`config.mk`:
```
export PLATFORM = sky130hd
export DESIGN_NAME = keypad_code_buffer_flat
export DESIGN_NICKNAME = d
export VERILOG_FILES = /design/src/rtl/keypad_code_buffer_if.sv /design/src/rtl/keypad_code_buffer.sv /design/src/flat_wrapper.sv
export SDC_FILE = /design/constraint.sdc
export NUM_CORES = 1
export LEC_CHECK = 0
export CORE_AREA = 2 2 68 83
export CTS_CLUSTER_DIAMETER = 50
export DETAILED_ROUTE_END_ITERATION = 10
export DIE_AREA = 0 0 70 85
export GPL_TIMING_DRIVEN = 0
export PLACE_DENSITY = 0.75
export SLEW_MARGIN = 5
export SYNTH_ARGS = -nofsm -noshare
export SYNTH_HDL_FRONTEND = slang
export SYNTH_SLANG_ARGS = --single-unit
```
`constraint.sdc`:
```
create_clock -name clk -period 2.35 [get_ports clk]
set_input_delay 0.47 -clock clk [delete_from_list [all_inputs] [get_ports clk]]
set_output_delay 0.47 -clock clk [all_outputs]
set_load 0.03 [all_outputs]
```
`src/rtl/keypad_code_buffer_if.sv`:
```
// Keypad buffer bus: key/clear/mux-tick inputs plus buffer, commit and display-group outputs.
// The master drives keys and ticks; the slave (buffer) owns every registered output.
interface keypad_code_buffer_if #(
  parameter int NUM_DIGITS = 4,
  parameter int NUM_GROUPS = 2
);
  localparam int CW = $clog2(NUM_DIGITS + 1);
  localparam int GW = (NUM_GROUPS > 1) ? $clog2(NUM_GROUPS) : 1;
  localparam int G  = NUM_DIGITS / NUM_GROUPS;

  logic                    clear;
  logic                    key_valid;
  logic [3:0]              key_code;
  logic                    mux_tick;
  logic [NUM_DIGITS*4-1:0] digit_bus;
  logic [CW-1:0]           entry_count;
  logic                    full;
  logic                    entered;
  logic [NUM_DIGITS*4-1:0] entered_code;
  logic                    err;
  logic [GW-1:0]           grp_sel;
  logic [G*4-1:0]          disp_digits;
  logic [G-1:0]            disp_blank;

  modport master (
    output clear, key_valid, key_code, mux_tick,
    input  digit_bus, entry_count, full, entered, entered_code, err,
           grp_sel, disp_digits, disp_blank
  );

  modport slave (
    input  clear, key_valid, key_code, mux_tick,
    output digit_bus, entry_count, full, entered, entered_code, err,
           grp_sel, disp_digits, disp_blank
  );
endinterface

```
`src/rtl/keypad_code_buffer.sv`:
```
// Keypad digit buffer with clear/backspace/enter and SSD group sequencing; 1-cycle key latency.
// No backpressure: every key pulse is consumed (applied, or rejected with an err pulse).
module keypad_code_buffer #(
  parameter int         NUM_DIGITS = 4,
  parameter int         NUM_GROUPS = 2,
  parameter bit         FULL_MODE  = 1'b0,
  parameter logic [3:0] ENTER_KEY  = 4'hF,
  parameter logic [3:0] CLEAR_KEY  = 4'hE,
  parameter logic [3:0] BACK_KEY   = 4'hD
) (
  input logic                  clk,
  input logic                  rst,
  keypad_code_buffer_if.slave  bus
);
  localparam int DW = NUM_DIGITS * 4;
  localparam int CW = $clog2(NUM_DIGITS + 1);
  localparam int GW = (NUM_GROUPS > 1) ? $clog2(NUM_GROUPS) : 1;
  localparam int G  = NUM_DIGITS / NUM_GROUPS;
  localparam logic [CW-1:0] FULL_CNT = CW'(NUM_DIGITS);
  localparam logic [GW-1:0] LAST_GRP = GW'(NUM_GROUPS - 1);

  logic [DW-1:0]  digits_q, digits_d;
  logic [DW-1:0]  code_q, code_d;
  logic [CW-1:0]  count_q, count_d;
  logic           entered_q, entered_d;
  logic           err_q, err_d;
  logic           full_q;
  logic [GW-1:0]  grp_q;
  logic [G*4-1:0] disp_digits_c;
  logic [G-1:0]   disp_blank_c;

  always_comb begin
    digits_d  = digits_q;
    count_d   = count_q;
    code_d    = code_q;
    entered_d = 1'b0;
    err_d     = 1'b0;
    if (bus.clear) begin
      digits_d = '0;
      count_d  = '0;
    end else if (bus.key_valid) begin
      if (bus.key_code == ENTER_KEY) begin
        if (count_q == FULL_CNT) begin
          entered_d = 1'b1;
          code_d    = digits_q;
          digits_d  = '0;
          count_d   = '0;
        end else begin
          err_d = 1'b1;
        end
      end else if (bus.key_code == CLEAR_KEY) begin
        digits_d = '0;
        count_d  = '0;
      end else if (bus.key_code == BACK_KEY) begin
        if (count_q != '0) begin
          digits_d[4*(int'(count_q)-1) +: 4] = 4'h0;
          count_d = count_q - CW'(1);
        end else begin
          err_d = 1'b1;
        end
      end else if (count_q != FULL_CNT) begin
        digits_d[4*int'(count_q) +: 4] = bus.key_code;
        count_d = count_q + CW'(1);
      end else if (FULL_MODE) begin
        err_d = 1'b1;
      end else begin
        // Wrap mode: a digit on a full buffer starts a fresh entry.
        digits_d      = '0;
        digits_d[3:0] = bus.key_code;
        count_d       = CW'(1);
      end
    end
  end

  always_ff @(posedge clk) begin
    if (!rst) begin
      digits_q  <= '0;
      code_q    <= '0;
      count_q   <= '0;
      entered_q <= 1'b0;
      err_q     <= 1'b0;
      full_q    <= 1'b0;
      grp_q     <= '0;
    end else begin
      digits_q  <= digits_d;
      code_q    <= code_d;
      count_q   <= count_d;
      entered_q <= entered_d;
      err_q     <= err_d;
      full_q    <= (count_d == FULL_CNT);
      if (bus.mux_tick) grp_q <= (grp_q == LAST_GRP) ? '0 : grp_q + GW'(1);
    end
  end

  // Display window: the G slots of the active group, blanked above the fill level.
  always_comb begin
    disp_digits_c = digits_q[int'(grp_q)*G*4 +: G*4];
    disp_blank_c  = '0;
    for (int j = 0; j < G; j++)
      disp_blank_c[j] = (int'(grp_q)*G + j) >= int'(count_q);
  end

  assign bus.digit_bus    = digits_q;
  assign bus.entry_count  = count_q;
  assign bus.full         = full_q;
  assign bus.entered      = entered_q;
  assign bus.entered_code = code_q;
  assign bus.err          = err_q;
  assign bus.grp_sel      = grp_q;
  assign bus.disp_digits  = disp_digits_c;
  assign bus.disp_blank   = disp_blank_c;
endmodule

```
`src/flat_wrapper.sv`:
```
// flat-port wrapper written by rule: the top's interface ports become plain ports
module keypad_code_buffer_flat 
#(
  parameter int         NUM_DIGITS = 4,
  parameter int         NUM_GROUPS = 2,
  parameter bit         FULL_MODE  = 1'b0,
  parameter logic [3:0] ENTER_KEY  = 4'hF,
  parameter logic [3:0] CLEAR_KEY  = 4'hE,
  parameter logic [3:0] BACK_KEY   = 4'hD
)
  (clk, rst, bus_clear, bus_key_valid, bus_key_code, bus_mux_tick, bus_digit_bus, bus_entry_count, bus_full, bus_entered, bus_entered_code, bus_err, bus_grp_sel, bus_disp_digits, bus_disp_blank);
  keypad_code_buffer_if #(.NUM_DIGITS(NUM_DIGITS), .NUM_GROUPS(NUM_GROUPS)) bus_i ();
  input logic clk;
  input logic rst;
  input wire logic [$bits(bus_i.clear)-1:0] bus_clear;
  input wire logic [$bits(bus_i.key_valid)-1:0] bus_key_valid;
  input wire logic [$bits(bus_i.key_code)-1:0] bus_key_code;
  input wire logic [$bits(bus_i.mux_tick)-1:0] bus_mux_tick;
  output wire logic [$bits(bus_i.digit_bus)-1:0] bus_digit_bus;
  output wire logic [$bits(bus_i.entry_count)-1:0] bus_entry_count;
  output wire logic [$bits(bus_i.full)-1:0] bus_full;
  output wire logic [$bits(bus_i.entered)-1:0] bus_entered;
  output wire logic [$bits(bus_i.entered_code)-1:0] bus_entered_code;
  output wire logic [$bits(bus_i.err)-1:0] bus_err;
  output wire logic [$bits(bus_i.grp_sel)-1:0] bus_grp_sel;
  output wire logic [$bits(bus_i.disp_digits)-1:0] bus_disp_digits;
  output wire logic [$bits(bus_i.disp_blank)-1:0] bus_disp_blank;
  assign bus_i.clear = bus_clear;
  assign bus_i.key_valid = bus_key_valid;
  assign bus_i.key_code = bus_key_code;
  assign bus_i.mux_tick = bus_mux_tick;
  assign bus_digit_bus = bus_i.digit_bus;
  assign bus_entry_count = bus_i.entry_count;
  assign bus_full = bus_i.full;
  assign bus_entered = bus_i.entered;
  assign bus_entered_code = bus_i.entered_code;
  assign bus_err = bus_i.err;
  assign bus_grp_sel = bus_i.grp_sel;
  assign bus_disp_digits = bus_i.disp_digits;
  assign bus_disp_blank = bus_i.disp_blank;
  keypad_code_buffer #(.NUM_DIGITS(NUM_DIGITS), .NUM_GROUPS(NUM_GROUPS), .FULL_MODE(FULL_MODE), .ENTER_KEY(ENTER_KEY), .CLEAR_KEY(CLEAR_KEY), .BACK_KEY(BACK_KEY)) u_core (.clk(clk), .rst(rst), .bus(bus_i));
endmodule
```
Yosys cells after proc, flatten, opt, wreduce, memory -nomap -nowiden
Index checks and enable logic that the tools add are counted.
- flip-flop bits (word level): 39
- bits of input ports: 9
- output and inout bits: 49
- logic and storage cells: 62
- $add $sub $neg: 7
- $lt $le $gt $ge: 2
- equality and inequality tests: 8
- shifts and indexed selects: 5
- muxes and demuxes: 23
- bitwise operators: 4
- reductions and logical operators: 6
- operators by type and width (cell ; count):
    16-bit 2-to-1 mux ; 6
    4-bit by 33-bit variable shift with 16-bit output, first input constant ; 2
    32-bit negation with 33-bit output ; 1
    5-bit negation with 33-bit output ; 1
    4-bit by 33-bit indexed part select with 16-bit output ; 1
    4-bit by 33-bit indexed part select with 16-bit output, first input constant ; 1
    16-bit bitwise mux ; 2
    32-bit by 4-bit >= comparator with 1-bit output ; 1
    3-bit 2-to-1 mux ; 8
    16-bit by 5-bit indexed part select with 8-bit output ; 1
    4-bit equality test, second input constant ; 3
    1-bit 2-to-1 mux ; 7
    3-bit equality test, second input constant ; 2
    4-bit by 2-bit inequality test with 1-bit output, second input constant ; 1
    1-bit inverter ; 4
    4-bit AND reduction ; 1
    4-bit OR reduction ; 1
    3-bit by 1-bit subtractor with 4-bit output, second input constant ; 1
    2-bit by 1-bit adder with 3-bit output, second input constant ; 1
    3-bit by 1-bit adder with 3-bit output, second input constant ; 1
    2-bit by 3-bit >= comparator with 1-bit output ; 1
    3-bit inequality test, second input constant ; 1
    3-bit AND reduction ; 1
    3-bit nonzero test ; 1
    other kinds (5) ; 5

Longest topological paths before layout
- depth in word-level cells: 8
- depth in mapped cells: 10
- depth with buffers taken out: 10

Least setup slack after synthesis
No wires, ideal clock.
- path type: reg2reg
- from: reg u_core.count_q[0], in the netlist u_core.bus.entry_count[0]
- to: reg u_core.digits_q[0], in the netlist u_core.bus.digit_bus[0]
- setup time: 72 ps
- arrival time: 2770 ps
- data required time: 2278 ps
- path slack: -491 ps
- stages on the path, launching flop included: 10
- path buffers: 0
- period minus slack after synthesis: 2841 ps
- cell sequence: dfxtp_1 > inv_2 > ha_1 > ha_1 > nand3_1 > ha_1 > nor4b_1 > a31oi_1 > a211oi_2 > mux2i_1
- word-level cells in the longest chain between the ends: 8
- elaborated cells between the ends (all ways): 20
- those cells by class: add/sub: 3; eq/ne: 4; shift: 4; mux: 7; reduce/logical: 2
- RTL lines (element ; RTL line ; text):
    start, declared ; keypad_code_buffer.sv:24 ; logic [CW-1:0] count_q, count_d;
    start signal, assigned ; keypad_code_buffer.sv:87 ; count_q <= count_d;
    3-bit by 1-bit subtractor with 4-bit output ; keypad_code_buffer.sv:56 ; digits_d[4*(int'(count_q)-1) +: 4] = 4'h0;
    32-bit negation with 33-bit output ; keypad_code_buffer.sv:56 ;
    4-bit by 33-bit indexed part select with 16-bit output or 4-bit by 33-bit variable shift with 16-bit output (tied branches) ; keypad_code_buffer.sv:56 ;
    16-bit bitwise mux ; keypad_code_buffer.sv:56 ;
    16-bit 2-to-1 mux ; keypad_code_buffer.sv:55 ; if (count_q != '0) begin
    16-bit 2-to-1 mux ; keypad_code_buffer.sv:54 ; end else if (bus.key_code == BACK_KEY) begin
    16-bit 2-to-1 mux ; keypad_code_buffer.sv:51 ; end else if (bus.key_code == CLEAR_KEY) begin
    16-bit 2-to-1 mux ; keypad_code_buffer.sv:42 ; if (bus.key_code == ENTER_KEY) begin
    end signal, assigned ; keypad_code_buffer.sv:85 ; digits_q <= digits_d;
    end, declared ; keypad_code_buffer.sv:22 ; logic [DW-1:0] digits_q, digits_d;
Several ways; a longest one is shown, not always the timed one. The select of a mux whose other input is x is not followed.
A chain may end at the register's enable or synchronous reset.

Worst setup path in the final report
- from: reg u_core.grp_q, in the netlist u_core.bus.grp_sel
- to: out bus_disp_digits[7]
- word-level cells in the longest chain between the ends: 1
- RTL lines (element ; RTL line ; text):
    start, declared ; keypad_code_buffer.sv:28 ; logic [GW-1:0] grp_q;
    start signal, assigned ; keypad_code_buffer.sv:91 ; if (bus.mux_tick) grp_q <= (grp_q == LAST_GRP) ? '0 : grp_q + GW'(1);
    16-bit by 5-bit indexed part select with 8-bit output ; keypad_code_buffer.sv:97 ; disp_digits_c = digits_q[int'(grp_q)*G*4 +: G*4];
    end, declared ; flat_wrapper.sv:26 ; output wire logic [$bits(bus_i.disp_digits)-1:0] bus_disp_digits;
No other way between the ends.

==> impl_summary.log <==
[metrics] worst hold path type: register to register
[metrics] number of standard cells in the layout, taps in and fillers out: 358
[metrics] first-pass GRT wire length: 9.11 mm
[metrics] Setup crit end kind: output port
[metrics] vertical die dimension: 85 µm
[metrics] Cell Count Post-Placement: 347
[metrics] Die ar.: 5950 µm²
[metrics] minimum period implied by the final worst setup slack: 2.26 ns
[metrics] predominant post-synthesis flop cell: sky130_fd_sc_hd__dfxtp_1
[metrics] RePlAce Congestion: 0.860
[metrics] placement-stage worst setup slack: -0.293 ns
[metrics] worst reg2reg startpoint: u_core.bus.entry_count[1]
[metrics] Cell Area, Placed: 2850 µm²
[metrics] Yosys warning total: 0
[metrics] commonest cells after routing, fill and taps aside: sky130_fd_sc_hd__clkdlybuf4s50_1, sky130_fd_sc_hd__dfxtp_1, sky130_fd_sc_hd__mux2i_1
[metrics] routed via count divided by cell count: 5.35
[metrics] number of failing hold endpoints at the final stage: 0
[metrics] HP Start: u_core.bus.digit_bus[7]
[metrics] layout overhead on the synthesized area: 39.4%
[metrics] LEAKAGE: 1.17 nW
[metrics] Hold Path Sink: u_core.bus.digit_bus[7]
[metrics] worst stage delay on the critical path: 0.59 ns
[metrics] overall global routing resource usage: 19.5%
[metrics] worst path required time: 1.88 ns
[metrics] number of buffers on the longest clock path: 2
[metrics] status: finished, final reports clean
[metrics] largest voltage drop on the vdd net: 0.000366 V
[metrics] CTS clk-pin slew, worst paths: 0.08 ns
[metrics] clock sinks: 39
[metrics] row cnt: 29
[metrics] area of the core: 5150 µm²
[metrics] highest clock frequency the design can meet: 442 MHz
[metrics] antenna violations before repair: 0
[metrics] ordered list of cells on the worst path: buf_6 > mux2_2 > clkdlybuf4s50_1
[metrics] endpoints failing setup: 0
[metrics] Iter 0 DRT Violations: 121
[metrics] fin worst setup slack: 0.0888 ns
[metrics] total CTS buffers: 5
[metrics] register area share after synthesis: 35.2%
[metrics] mean routed wirelength per cell: 15.6 µm
[metrics] largest driver fanout on the critical path: 10
[metrics] insertion delay to the later sink of the worst-skew pair: 0.30 ns
[metrics] pin count of the biggest net entering global routing: 14
[metrics] worst r2r path cells: 10
[metrics] n_diodes: 0
[metrics] Pre-Repair DR Iteration Count: 4
[metrics] number of global-route vias before repair: 1,814
[metrics] number of maximum-capacitance constraint violations: 0
[metrics] share of synthesized flip-flops with an asynchronous set or reset: 0%
[metrics] cell area after layout: 3090 µm²
[metrics] arrival time reported for the critical path endpoint: 1.79 ns
[metrics] number of distinct library cell variants in the gate-level netlist after synthesis: 46
[metrics] crit path max-delay cell type: sky130_fd_sc_hd__clkdlybuf4s50_1
[metrics] pin slew with the least headroom to its limit: 0.552 ns
[metrics] count of buffers from port buffering: 53
[metrics] initial core utilization: 43.0%
[metrics] relative slew slack: 62.9%
[metrics] EDFF count, synth: 0
[metrics] FF+latch count, synth: 39
[metrics] Buf+Inv Stages, Crit Path: 2
[metrics] register-to-register path setup slack: 0.10 ns
[metrics] kind of start point of the critical path: register
[metrics] Largest delay share family, worst path: buffers and inverters
[metrics] Final Power: 1.45 mW
[metrics] via count of the routed design: 1,916
[metrics] number of nets produced by synthesis: 257
[metrics] average size of a mapped cell: 9.55 µm²
[metrics] Die X: 70 µm
[metrics] number of nets in the layout: 320
[metrics] share of layout cells above drive strength 1: 18.9%
[metrics] remaining design rule violation count: 0
[metrics] share of the cycle needed by the critical path after routing: 96.2%
[metrics] post-synthesis cell count: 232
[metrics] root cell of the clock tree: sky130_fd_sc_hd__clkbuf_8
[metrics] smallest hold slack: 0.496 ns
[metrics] H-tree depth: 2
[metrics] Pins Over Slew Limit: 0
[metrics] post-synth design cell area: 2220 µm²
[metrics] Post-DRT Antenna Nets: 0
[metrics] most common cell after layout, fill and taps aside: sky130_fd_sc_hd__clkdlybuf4s50_1
[metrics] DRT Wirelength: 5.59 mm
[metrics] number of cells traversed by the worst hold path: 2
[metrics] number of ports placed on the die boundary: 58
[metrics] Post-Route Skew: 0.00626 ns
[metrics] Setup Crit Path Kind: register to output port
[metrics] HPWL after detailed placement: 4.09 mm
[metrics] R2R Path End: u_core.bus.digit_bus[2]
[metrics] CTS tree: built
[metrics] CTS Hold Bufs: 0
[metrics] total power density per cell area: 469 nW/µm²
[metrics] leftover overflow at the end of global routing: 0
-- state kept, by name (all words and copies together), names as in the netlist --
name / count
u_core.bus.grp_sel: 1
u_core.bus.full: 1
u_core.bus.entry_count: 3
u_core.bus.entered_code: 16
u_core.bus.entered: 1
u_core.bus.digit_bus: 16
u_core.bus.err: 1
-- layout make-up --
type / count / area [µm²]
inverter: 9 / 36.3
clock buffer: 5 / 68.8
timing repair buffer: 56 / 543
tap: 62 / 77.6
multi-input combinational: 171 / 1450
buffer: 13 / 73.8
clock inverter: 3 / 43.8
fill: 460 / 2060
sequential: 39 / 792
-- layer usage --
layer | part of all wire (%) | global-route usage [%] | vias to the layer above
met4 | 3.9 | 11.7 | 0
met3 | 4.1 | 3.68 | 16
li1 | - | - | 935
met2 | 49 | 31.8 | 57
met5 | 0 | 0 | -
met1 | 43 | 23.7 | 908
-- Yosys cell counts, drive strengths merged, types with 2 or more instances --
cell type | n | area (µm²)
nand2 | 20 | 75.1
dfxtp | 39 | 781
nand4 | 6 | 37.5
inv | 9 | 33.8
mux2 | 12 | 135
clkbuf | 6 | 22.5
a31oi | 2 | 12.5
mux2i | 30 | 300
o31ai | 2 | 20.0
buf | 7 | 41.3
o21ai | 3 | 15.0
a32oi | 2 | 17.5
nand2b | 4 | 25.0
ha | 16 | 200
or2 | 2 | 12.5
nand3 | 7 | 40.0
a211o | 2 | 18.8
a211oi | 3 | 37.5
nor2b | 18 | 113
and2 | 8 | 51.3
a21oi | 5 | 25.0
nor2 | 11 | 43.8
or3 | 2 | 12.5
nor4b | 3 | 32.5
-- repair_timing --
action | in CTS | in global routing
endpoints found under the hold margin | 0 | 0
setup buffers | 3 | 0
pin swaps | 2 | 2
gates resized for setup | 20 | 15
endpoints found under the setup margin | 28 | 20
-- stage by stage --
stage                     utilization [%]  setup TNS [ns]
final                                59.9               0
after global routing                 59.9         -0.0125
after CTS                            58.7               0
after detailed placement             55.4           -2.14
after global placement               55.4           -2.34
after floorplan                         -               0
-- kinds of logic after synthesis --
group | synth area share [%]
compound gates | 8.53
flops | 35.2
fa+ha+maj | 9.03
xor+xnor | 0.395
simple gates | 22.8
mux | 19.7
buf+inv | 4.40
-- power breakdown --
part           leakage, nW  internal, mW  switching, mW
Combinational        0.797        0.0939          0.121
Sequential           0.317         0.662        0.00550
Clock               0.0581         0.316          0.249
-- worst reg2reg max path, delay by kind of cell, from the launching register on --
family | cells | cell delay [ns]
AND/OR/NAND/NOR | 2 | 0.29
flip-flops | 1 | 0.37
multiplexers | 1 | 0.20
AO/OA/AOI/OAI | 2 | 0.35
buffers and inverters | 2 | 0.22
adder cells (fa/ha/maj) | 3 | 0.75
-- worst max path at each step --
stage	start	endpoint	slack, ns	cells after the start
floorplan	u_core.bus.entry_count[0]	u_core.bus.digit_bus[0]	0.04	9
global placement	u_core.bus.entry_count[0]	u_core.bus.digit_bus[0]	-0.29	9
detailed placement	u_core.bus.entry_count[0]	u_core.bus.digit_bus[2]	-0.29	9
CTS	u_core.bus.grp_sel	bus_disp_digits[7]	0.005	3
global route	u_core.bus.entry_count[1]	u_core.bus.digit_bus[2]	-0.01	10
finish	u_core.bus.grp_sel	bus_disp_digits[7]	0.09	3
(Power assumes the default switching activity.)
